**src/rtl/sprite_rect_blitter_if.sv**
```systemverilog
// Frame-buffer write port: one pixel write per valid/ready transfer.
// Latency: none (wires only).
// Backpressure: master holds wr_en/wr_addr/wr_data stable while wr_ready is low.
interface sprite_rect_blitter_if #(
    parameter int ADDR_W  = 15,
    parameter int COLOR_W = 24
);
    logic               wr_en;
    logic [ADDR_W-1:0]  wr_addr;
    logic [COLOR_W-1:0] wr_data;
    logic               wr_ready;

    modport master (output wr_en, output wr_addr, output wr_data, input wr_ready);
    modport slave  (input wr_en, input wr_addr, input wr_data, output wr_ready);
endinterface

```
**src/rtl/sprite_rect_blitter.sv**
```systemverilog
// Erases every sprite's previous rectangle, then paints the enabled ones in slot order (higher slot on top).
// Latency: start to done = 2 + 2*NUM_SPRITES + erase cells + draw cells, plus one cycle per stalled write.
// Backpressure: a pending write holds address, data and cell counters until wr_ready; clipped cells never stall.
module sprite_rect_blitter #(
    parameter int NUM_SPRITES = 4,
    parameter int FB_WIDTH    = 160,
    parameter int FB_HEIGHT   = 120,
    parameter int COORD_W     = 8,
    parameter int SIZE_W      = 5,
    parameter int COLOR_W     = 24,
    parameter int ADDR_W      = 15,
    parameter logic [COLOR_W-1:0] BG_COLOR = COLOR_W'(24'hFFFFFF)
) (
    input  logic                           clk,
    input  logic                           rst,
    input  logic                           start,
    input  logic [NUM_SPRITES-1:0]         sprite_en,
    input  logic [NUM_SPRITES*COORD_W-1:0] sprite_x,
    input  logic [NUM_SPRITES*COORD_W-1:0] sprite_y,
    input  logic [NUM_SPRITES*SIZE_W-1:0]  sprite_w,
    input  logic [NUM_SPRITES*SIZE_W-1:0]  sprite_h,
    input  logic [NUM_SPRITES*COLOR_W-1:0] sprite_color,
    sprite_rect_blitter_if.master          fb,
    output logic                           busy,
    output logic                           done
);
    localparam int SLOT_W = (NUM_SPRITES > 1) ? $clog2(NUM_SPRITES) : 1;
    localparam logic [SLOT_W-1:0] LAST_SLOT = SLOT_W'(NUM_SPRITES - 1);

    typedef enum logic [2:0] {
        S_IDLE, S_LATCH, S_ERASE_SETUP, S_ERASE_PIX, S_DRAW_SETUP, S_DRAW_PIX, S_DONE
    } state_t;

    state_t                         state;
    logic [SLOT_W-1:0]              slot;
    logic [SIZE_W-1:0]              dx, dy;

    // Shadow copy of the sprite table taken at the start of a pass
    logic [NUM_SPRITES-1:0]         cur_en;
    logic [NUM_SPRITES*COORD_W-1:0] cur_x, cur_y;
    logic [NUM_SPRITES*SIZE_W-1:0]  cur_w, cur_h;
    logic [NUM_SPRITES*COLOR_W-1:0] cur_color;

    // Rectangles painted by the last completed pass; these are what ERASE clears
    logic [NUM_SPRITES-1:0]         prv_valid;
    logic [NUM_SPRITES*COORD_W-1:0] prv_x, prv_y;
    logic [NUM_SPRITES*SIZE_W-1:0]  prv_w, prv_h;

    logic               erase, pix;
    logic [COORD_W-1:0] sel_x, sel_y;
    logic [SIZE_W-1:0]  sel_w, sel_h;
    logic               sel_on;
    logic [COLOR_W-1:0] sel_color;
    logic               last_cell;
    logic [SIZE_W-1:0]  nx, ny, tdx, tdy;
    logic [COORD_W:0]   cx, cy;
    logic [31:0]        a32;
    logic               t_in;
    logic [ADDR_W-1:0]  t_addr;
    state_t             adv_state;
    logic [SLOT_W-1:0]  adv_slot;

    // Current slot's rectangle, the next cell to present, its clip status and the post-slot successor
    always_comb begin
        erase     = (state == S_ERASE_SETUP) || (state == S_ERASE_PIX);
        pix       = (state == S_ERASE_PIX) || (state == S_DRAW_PIX);
        sel_x     = erase ? prv_x[slot*COORD_W +: COORD_W] : cur_x[slot*COORD_W +: COORD_W];
        sel_y     = erase ? prv_y[slot*COORD_W +: COORD_W] : cur_y[slot*COORD_W +: COORD_W];
        sel_w     = erase ? prv_w[slot*SIZE_W +: SIZE_W]   : cur_w[slot*SIZE_W +: SIZE_W];
        sel_h     = erase ? prv_h[slot*SIZE_W +: SIZE_W]   : cur_h[slot*SIZE_W +: SIZE_W];
        sel_on    = (erase ? prv_valid[slot] : cur_en[slot]) && (sel_w != '0) && (sel_h != '0);
        sel_color = erase ? BG_COLOR : cur_color[slot*COLOR_W +: COLOR_W];

        last_cell = (dx == sel_w - SIZE_W'(1)) && (dy == sel_h - SIZE_W'(1));
        if (dx == sel_w - SIZE_W'(1)) begin
            nx = '0;
            ny = dy + SIZE_W'(1);
        end else begin
            nx = dx + SIZE_W'(1);
            ny = dy;
        end
        tdx = pix ? nx : '0;
        tdy = pix ? ny : '0;

        // One extra bit so cells past the right/bottom edge clip instead of wrapping
        cx     = {1'b0, sel_x} + (COORD_W+1)'(tdx);
        cy     = {1'b0, sel_y} + (COORD_W+1)'(tdy);
        t_in   = (32'(cx) < 32'(FB_WIDTH)) && (32'(cy) < 32'(FB_HEIGHT));
        a32    = 32'(cy) * 32'(FB_WIDTH) + 32'(cx);
        t_addr = a32[ADDR_W-1:0];

        if (slot == LAST_SLOT) begin
            adv_slot  = '0;
            adv_state = erase ? S_DRAW_SETUP : S_DONE;
        end else begin
            adv_slot  = slot + SLOT_W'(1);
            adv_state = erase ? S_ERASE_SETUP : S_DRAW_SETUP;
        end
    end

    // Pass sequencer with registered write port, busy and done
    always_ff @(posedge clk or posedge rst) begin
        if (rst) begin
            state      <= S_IDLE;
            slot       <= '0;
            dx         <= '0;
            dy         <= '0;
            fb.wr_en   <= 1'b0;
            fb.wr_addr <= '0;
            fb.wr_data <= '0;
            busy       <= 1'b0;
            done       <= 1'b0;
            cur_en     <= '0;
            cur_x      <= '0;
            cur_y      <= '0;
            cur_w      <= '0;
            cur_h      <= '0;
            cur_color  <= '0;
            prv_valid  <= '0;
            prv_x      <= '0;
            prv_y      <= '0;
            prv_w      <= '0;
            prv_h      <= '0;
        end else begin
            done <= 1'b0;
            case (state)
                S_IDLE: begin
                    if (start) begin
                        state <= S_LATCH;
                        busy  <= 1'b1;
                    end
                end
                S_LATCH: begin
                    cur_en    <= sprite_en;
                    cur_x     <= sprite_x;
                    cur_y     <= sprite_y;
                    cur_w     <= sprite_w;
                    cur_h     <= sprite_h;
                    cur_color <= sprite_color;
                    slot      <= '0;
                    state     <= S_ERASE_SETUP;
                end
                S_ERASE_SETUP, S_DRAW_SETUP: begin
                    if (sel_on) begin
                        dx         <= '0;
                        dy         <= '0;
                        fb.wr_en   <= t_in;
                        if (t_in) fb.wr_addr <= t_addr;
                        fb.wr_data <= sel_color;
                        state      <= erase ? S_ERASE_PIX : S_DRAW_PIX;
                    end else begin
                        state <= adv_state;
                        slot  <= adv_slot;
                        done  <= (adv_state == S_DONE);
                    end
                end
                S_ERASE_PIX, S_DRAW_PIX: begin
                    if (!fb.wr_en || fb.wr_ready) begin
                        if (last_cell) begin
                            fb.wr_en <= 1'b0;
                            state    <= adv_state;
                            slot     <= adv_slot;
                            done     <= (adv_state == S_DONE);
                        end else begin
                            dx       <= nx;
                            dy       <= ny;
                            fb.wr_en <= t_in;
                            if (t_in) fb.wr_addr <= t_addr;
                        end
                    end
                end
                S_DONE: begin
                    prv_valid <= cur_en;
                    prv_x     <= cur_x;
                    prv_y     <= cur_y;
                    prv_w     <= cur_w;
                    prv_h     <= cur_h;
                    busy      <= 1'b0;
                    state     <= S_IDLE;
                end
                default: state <= S_IDLE;
            endcase
        end
    end
endmodule

```
**src/flat_wrapper.sv**
```systemverilog
// flat-port wrapper written by rule: the top's interface ports become plain ports
module sprite_rect_blitter_flat 
#(
    parameter int NUM_SPRITES = 4,
    parameter int FB_WIDTH    = 160,
    parameter int FB_HEIGHT   = 120,
    parameter int COORD_W     = 8,
    parameter int SIZE_W      = 5,
    parameter int COLOR_W     = 24,
    parameter int ADDR_W      = 15,
    parameter logic [COLOR_W-1:0] BG_COLOR = COLOR_W'(24'hFFFFFF)
)
  (clk, rst, start, sprite_en, sprite_x, sprite_y, sprite_w, sprite_h, sprite_color, busy, done, fb_wr_en, fb_wr_addr, fb_wr_data, fb_wr_ready);
  sprite_rect_blitter_if #(.ADDR_W(ADDR_W), .COLOR_W(COLOR_W)) fb_i ();
  input  logic clk;
  input  logic rst;
  input  logic start;
  input  logic [NUM_SPRITES-1:0] sprite_en;
  input  logic [NUM_SPRITES*COORD_W-1:0] sprite_x;
  input  logic [NUM_SPRITES*COORD_W-1:0] sprite_y;
  input  logic [NUM_SPRITES*SIZE_W-1:0] sprite_w;
  input  logic [NUM_SPRITES*SIZE_W-1:0] sprite_h;
  input  logic [NUM_SPRITES*COLOR_W-1:0] sprite_color;
  output logic busy;
  output logic done;
  output wire logic [$bits(fb_i.wr_en)-1:0] fb_wr_en;
  output wire logic [$bits(fb_i.wr_addr)-1:0] fb_wr_addr;
  output wire logic [$bits(fb_i.wr_data)-1:0] fb_wr_data;
  input wire logic [$bits(fb_i.wr_ready)-1:0] fb_wr_ready;
  assign fb_wr_en = fb_i.wr_en;
  assign fb_wr_addr = fb_i.wr_addr;
  assign fb_wr_data = fb_i.wr_data;
  assign fb_i.wr_ready = fb_wr_ready;
  sprite_rect_blitter #(.NUM_SPRITES(NUM_SPRITES), .FB_WIDTH(FB_WIDTH), .FB_HEIGHT(FB_HEIGHT), .COORD_W(COORD_W), .SIZE_W(SIZE_W), .COLOR_W(COLOR_W), .ADDR_W(ADDR_W), .BG_COLOR(BG_COLOR)) u_core (.clk(clk), .rst(rst), .start(start), .sprite_en(sprite_en), .sprite_x(sprite_x), .sprite_y(sprite_y), .sprite_w(sprite_w), .sprite_h(sprite_h), .sprite_color(sprite_color), .fb(fb_i), .busy(busy), .done(done));
endmodule
```
**config.mk**
```make
export PLATFORM = sky130hd
export DESIGN_NAME = sprite_rect_blitter_flat
export DESIGN_NICKNAME = d
export VERILOG_FILES = /design/src/rtl/sprite_rect_blitter_if.sv /design/src/rtl/sprite_rect_blitter.sv /design/src/flat_wrapper.sv
export SDC_FILE = /design/constraint.sdc
export NUM_CORES = 1
export LEC_CHECK = 0
export ABC_CLOCK_PERIOD_IN_PS = 9700
export BUFFER_PORTS_ARGS = -buffer_cell sky130_fd_sc_hd__buf_4
export CORE_UTILIZATION = 52
export DETAILED_ROUTE_END_ITERATION = 16
export PLACE_DENSITY = 0.76
export SLEW_MARGIN = 20
export SYNTH_ARGS = -nofsm -noshare
export SYNTH_HDL_FRONTEND = slang
export SYNTH_SLANG_ARGS = --single-unit
```
**constraint.sdc**
```tcl
create_clock -name clk -period 9.7 [get_ports clk]
set_input_delay 0 -clock clk [delete_from_list [all_inputs] [get_ports clk]]
set_output_delay 0 -clock clk [all_outputs]
set_load 0.03 [all_outputs]
```
==> flow_summary.ini <==
[pwr]
comb_power_share_pct = 50.1
switching_share_pct = 36.7
seqPwrFrac_pct = 33.4
clkPwrFrac_pct = 16.5
net-switching-power_uw = 3140
finalPower_uw = 8540
p_per_area_nw_per_um2 = 366
cellInternalPower_uw = 5400
peakVddDrop_mv = 0.229
p_leak_uw = 0.0102

[setup_path]
crit_required_ns = 10.11
worstSetupStartpointType = flip-flop
critPathMostFrequentCell = xnor2_1
arrival_ns = 7.45
slowest_delay_ns = 0.72
crit_type = flip-flop to flip-flop
cp-end-kind = flip-flop
cp_slowest_cell = buf_4
crit_fanout = 57

[synth]
synthArstFlopShare_pct = 100
ys_seq_elements = 369
synth_nets = 1475
synth.distinct_cells = 61
ys_seq_area_share_pct = 51.9
avgSynthCellArea_um2 = 14.5
syn_area_um2 = 17800
synth_top_flop_cell = dfrtp_1
syn_inst = 1227
yosysWarnings = 0
synth_edf_count = 0

[global_routing]
grt_max_degree = 190
grt_pass1_vias = 12827
grt_usage_pct = 25.1
antenna_found_initial = 3
overflow = 0
grt_pass1_wl_um = 69400

[clock_network]
cts_made_buffers = 40
cts_tree = built
clkTransAtPathRegs_ns = 0.06
clk_latency_ns = 0.53
postCtsSetupBuffers = 0
clockBufferDepth = 3
cts-root-buf = clkbuf_16
clock-sinks = 369
htreeDepth = 2

[sta]
min_period_ns = 7.04
setup_viol = 0
worstMarginPinSlew_ns = 1.39
hold_viol_final = 0
skew_ns = 0.0172
slew_viol_final = 0
rsz0062_at_grt = no
setup_tns_ns = 0
relSlewSlack_pct = 7.47
clock.fmax_mhz = 142
fin_ws_ns = 2.66
fin_crit_sh_pct = 72.6

[floorplan]
io_pins = 250
die_h_um = 187
row_count = 67
initial_utilization_pct = 53.0
die-area_um2 = 35000
coreArea_um2 = 33600
die_w_um = 187

[cells_and_area]
area_growth_pct = 31.2
final_cell_mix = dfrtp_1, mux2_2, buf_4
nNetsFinal = 1914
drive_above_1_share_pct = 44.7
layout_commonest_cell = dfrtp_1

[place]
place_ws_ns = 2.51
hpwl_um = 26400
gp_congestion = 0.871
io_buffers = 249

[routing]
vias = 11827
drt_iter0_markers = 491
viasPerCell = 5.52
remaining_drc_errors = 0
postRouteAntennaNets = 0
wire_per_inst_um = 20.0
finalWirelength_um = 42800
first_pass_iters = 4

[job]
drv_cap = 0

[worst_hold_path]
hold_class = primary input to flip-flop

[status]
status = complete, no violations
## cell families (layout without fill, tap and decap cells)
| logic type | Yosys count | count (layout) | share of synthesized area (%) |
|---|---|---|---|
| other cells | 0 | 1 | 0 |
| simple gates | 139 | 139 | 3.65 |
| compound gates | 84 | 84 | 3.08 |
| buf+inv | 100 | 566 | 2.31 |
| mux | 452 | 452 | 33.8 |
| flops | 369 | 369 | 51.9 |
| fa+ha+maj | 40 | 40 | 2.98 |
| xor+xnor | 43 | 43 | 2.28 |
## layer usage
layer  part of all wire, %  up-vias  routed length, um  track usage (%)
li1                      -     5365                  -                -
met1                    40     6053              17200             31.5
met2                    51      323              21900             43.4
met3                   5.7       82               2440             5.37
met4                   3.0        4               1280             8.26
met5                 0.054        -                 23                0
## synth_stat cells (3+ instances only)
library cell / number / area, um^2
a21o_1: 8 / 60.1
a21oi_1: 43 / 215
and3_1: 3 / 18.8
buf_1: 9 / 33.8
buf_2: 8 / 40.0
clkbuf_1: 47 / 176
dfrtp_1: 369 / 9230
fa_1: 4 / 80.1
ha_1: 36 / 450
inv_1: 31 / 116
mux2_2: 341 / 3840
mux2_4: 8 / 120
mux2i_1: 22 / 220
mux2i_4: 3 / 67.6
mux4_1: 5 / 131
mux4_2: 73 / 1640
nand2_1: 12 / 45.0
nand2b_1: 4 / 25.0
nand3_1: 10 / 50.1
nand4_1: 4 / 25.0
nor2_1: 76 / 285
nor2b_1: 4 / 25.0
nor3_1: 11 / 55.1
o211ai_1: 3 / 22.5
o21ai_0: 6 / 30.0
o21bai_1: 4 / 30.0
xnor2_1: 24 / 210
xor2_1: 16 / 140
## path summary, 6_finish.rpt
check / from / endpoint / slack, ns / cells after the start
setup reg to reg: u_core.state[2] / u_core.fb.wr_addr[14] / 2.66 / 26
hold / removal: fb_wr_ready / u_core.fb.wr_en / 0.12 / 4
hold reg to reg: u_core.prv_w[3] / u_core.prv_w[3] / 0.50 / 1
min in group asynchronous: rst / u_core.cur_x[9] / 0.13 / 3
max in group asynchronous: rst / u_core.cur_color[6] / 7.63 / 5
setup / recovery: u_core.state[2] / u_core.fb.wr_addr[14] / 2.66 / 26
## cell type report
| class | count | area, um^2 |
|---|---|---|
| antenna | 1 | 2.50 |
| clock buffer | 57 | 1100 |
| clock inverter | 12 | 86.3 |
| fill | 2189 | 10300 |
| inverter | 32 | 124 |
| multi-input combinational | 758 | 8190 |
| sequential | 369 | 9240 |
| tap | 448 | 561 |
| timing repair buffer | 465 | 4060 |
## flip-flops by register name, summed over array words and instances, names as in the netlist
signal             flops
u_core.cur_color      96
u_core.cur_x          32
u_core.cur_y          32
u_core.prv_x          32
u_core.prv_y          32
u_core.fb.wr_data     24
u_core.cur_h          20
u_core.cur_w          20
u_core.prv_h          20
u_core.prv_w          20
u_core.fb.wr_addr     15
u_core.dx              5
u_core.dy              5
u_core.cur_en          4
u_core.prv_valid       4
u_core.state           3
u_core.slot            2
u_core.busy            1
u_core.done            1
u_core.fb.wr_en        1
## power by group through the flow
stage / logic [uW] / clock network [uW] / registers [uW]
after floorplan: 3210 / 0 / 2800
after global placement: 4010 / 0 / 2840
after detailed placement: 4130 / 0 / 2890
after CTS: 4220 / 1440 / 2870
after global routing: 4680 / 1500 / 2940
final: 4280 / 1410 / 2850
## critical path: cells and delay by family (launching register included)
kind	cells	cell delay (ns)
flops	1	0.50
simple gates	5	1.04
mux	3	0.93
buf+inv	4	1.01
fa+ha+maj	5	1.43
compound gates	5	1.26
xor+xnor	4	0.75
## repair_timing
action,in CTS,in global routing
hold buffers,206,0
resized for setup,0,0
endpoints found under the hold margin,236,0
## metrics by stage
stage               hold WS, ns  util [%]  std cells  cell area (um^2)
global route              0.110      69.5       2142             23400
floorplan                 0.133         -       1227             17800
CTS                      0.0750      69.4       2140             23300
finish                    0.118      69.5       2142             23400
detailed placement        0.127      59.7       1865             20100
global placement          0.127      59.7       1865             20100
No activity file was read; power rests on OpenSTA's default activity.
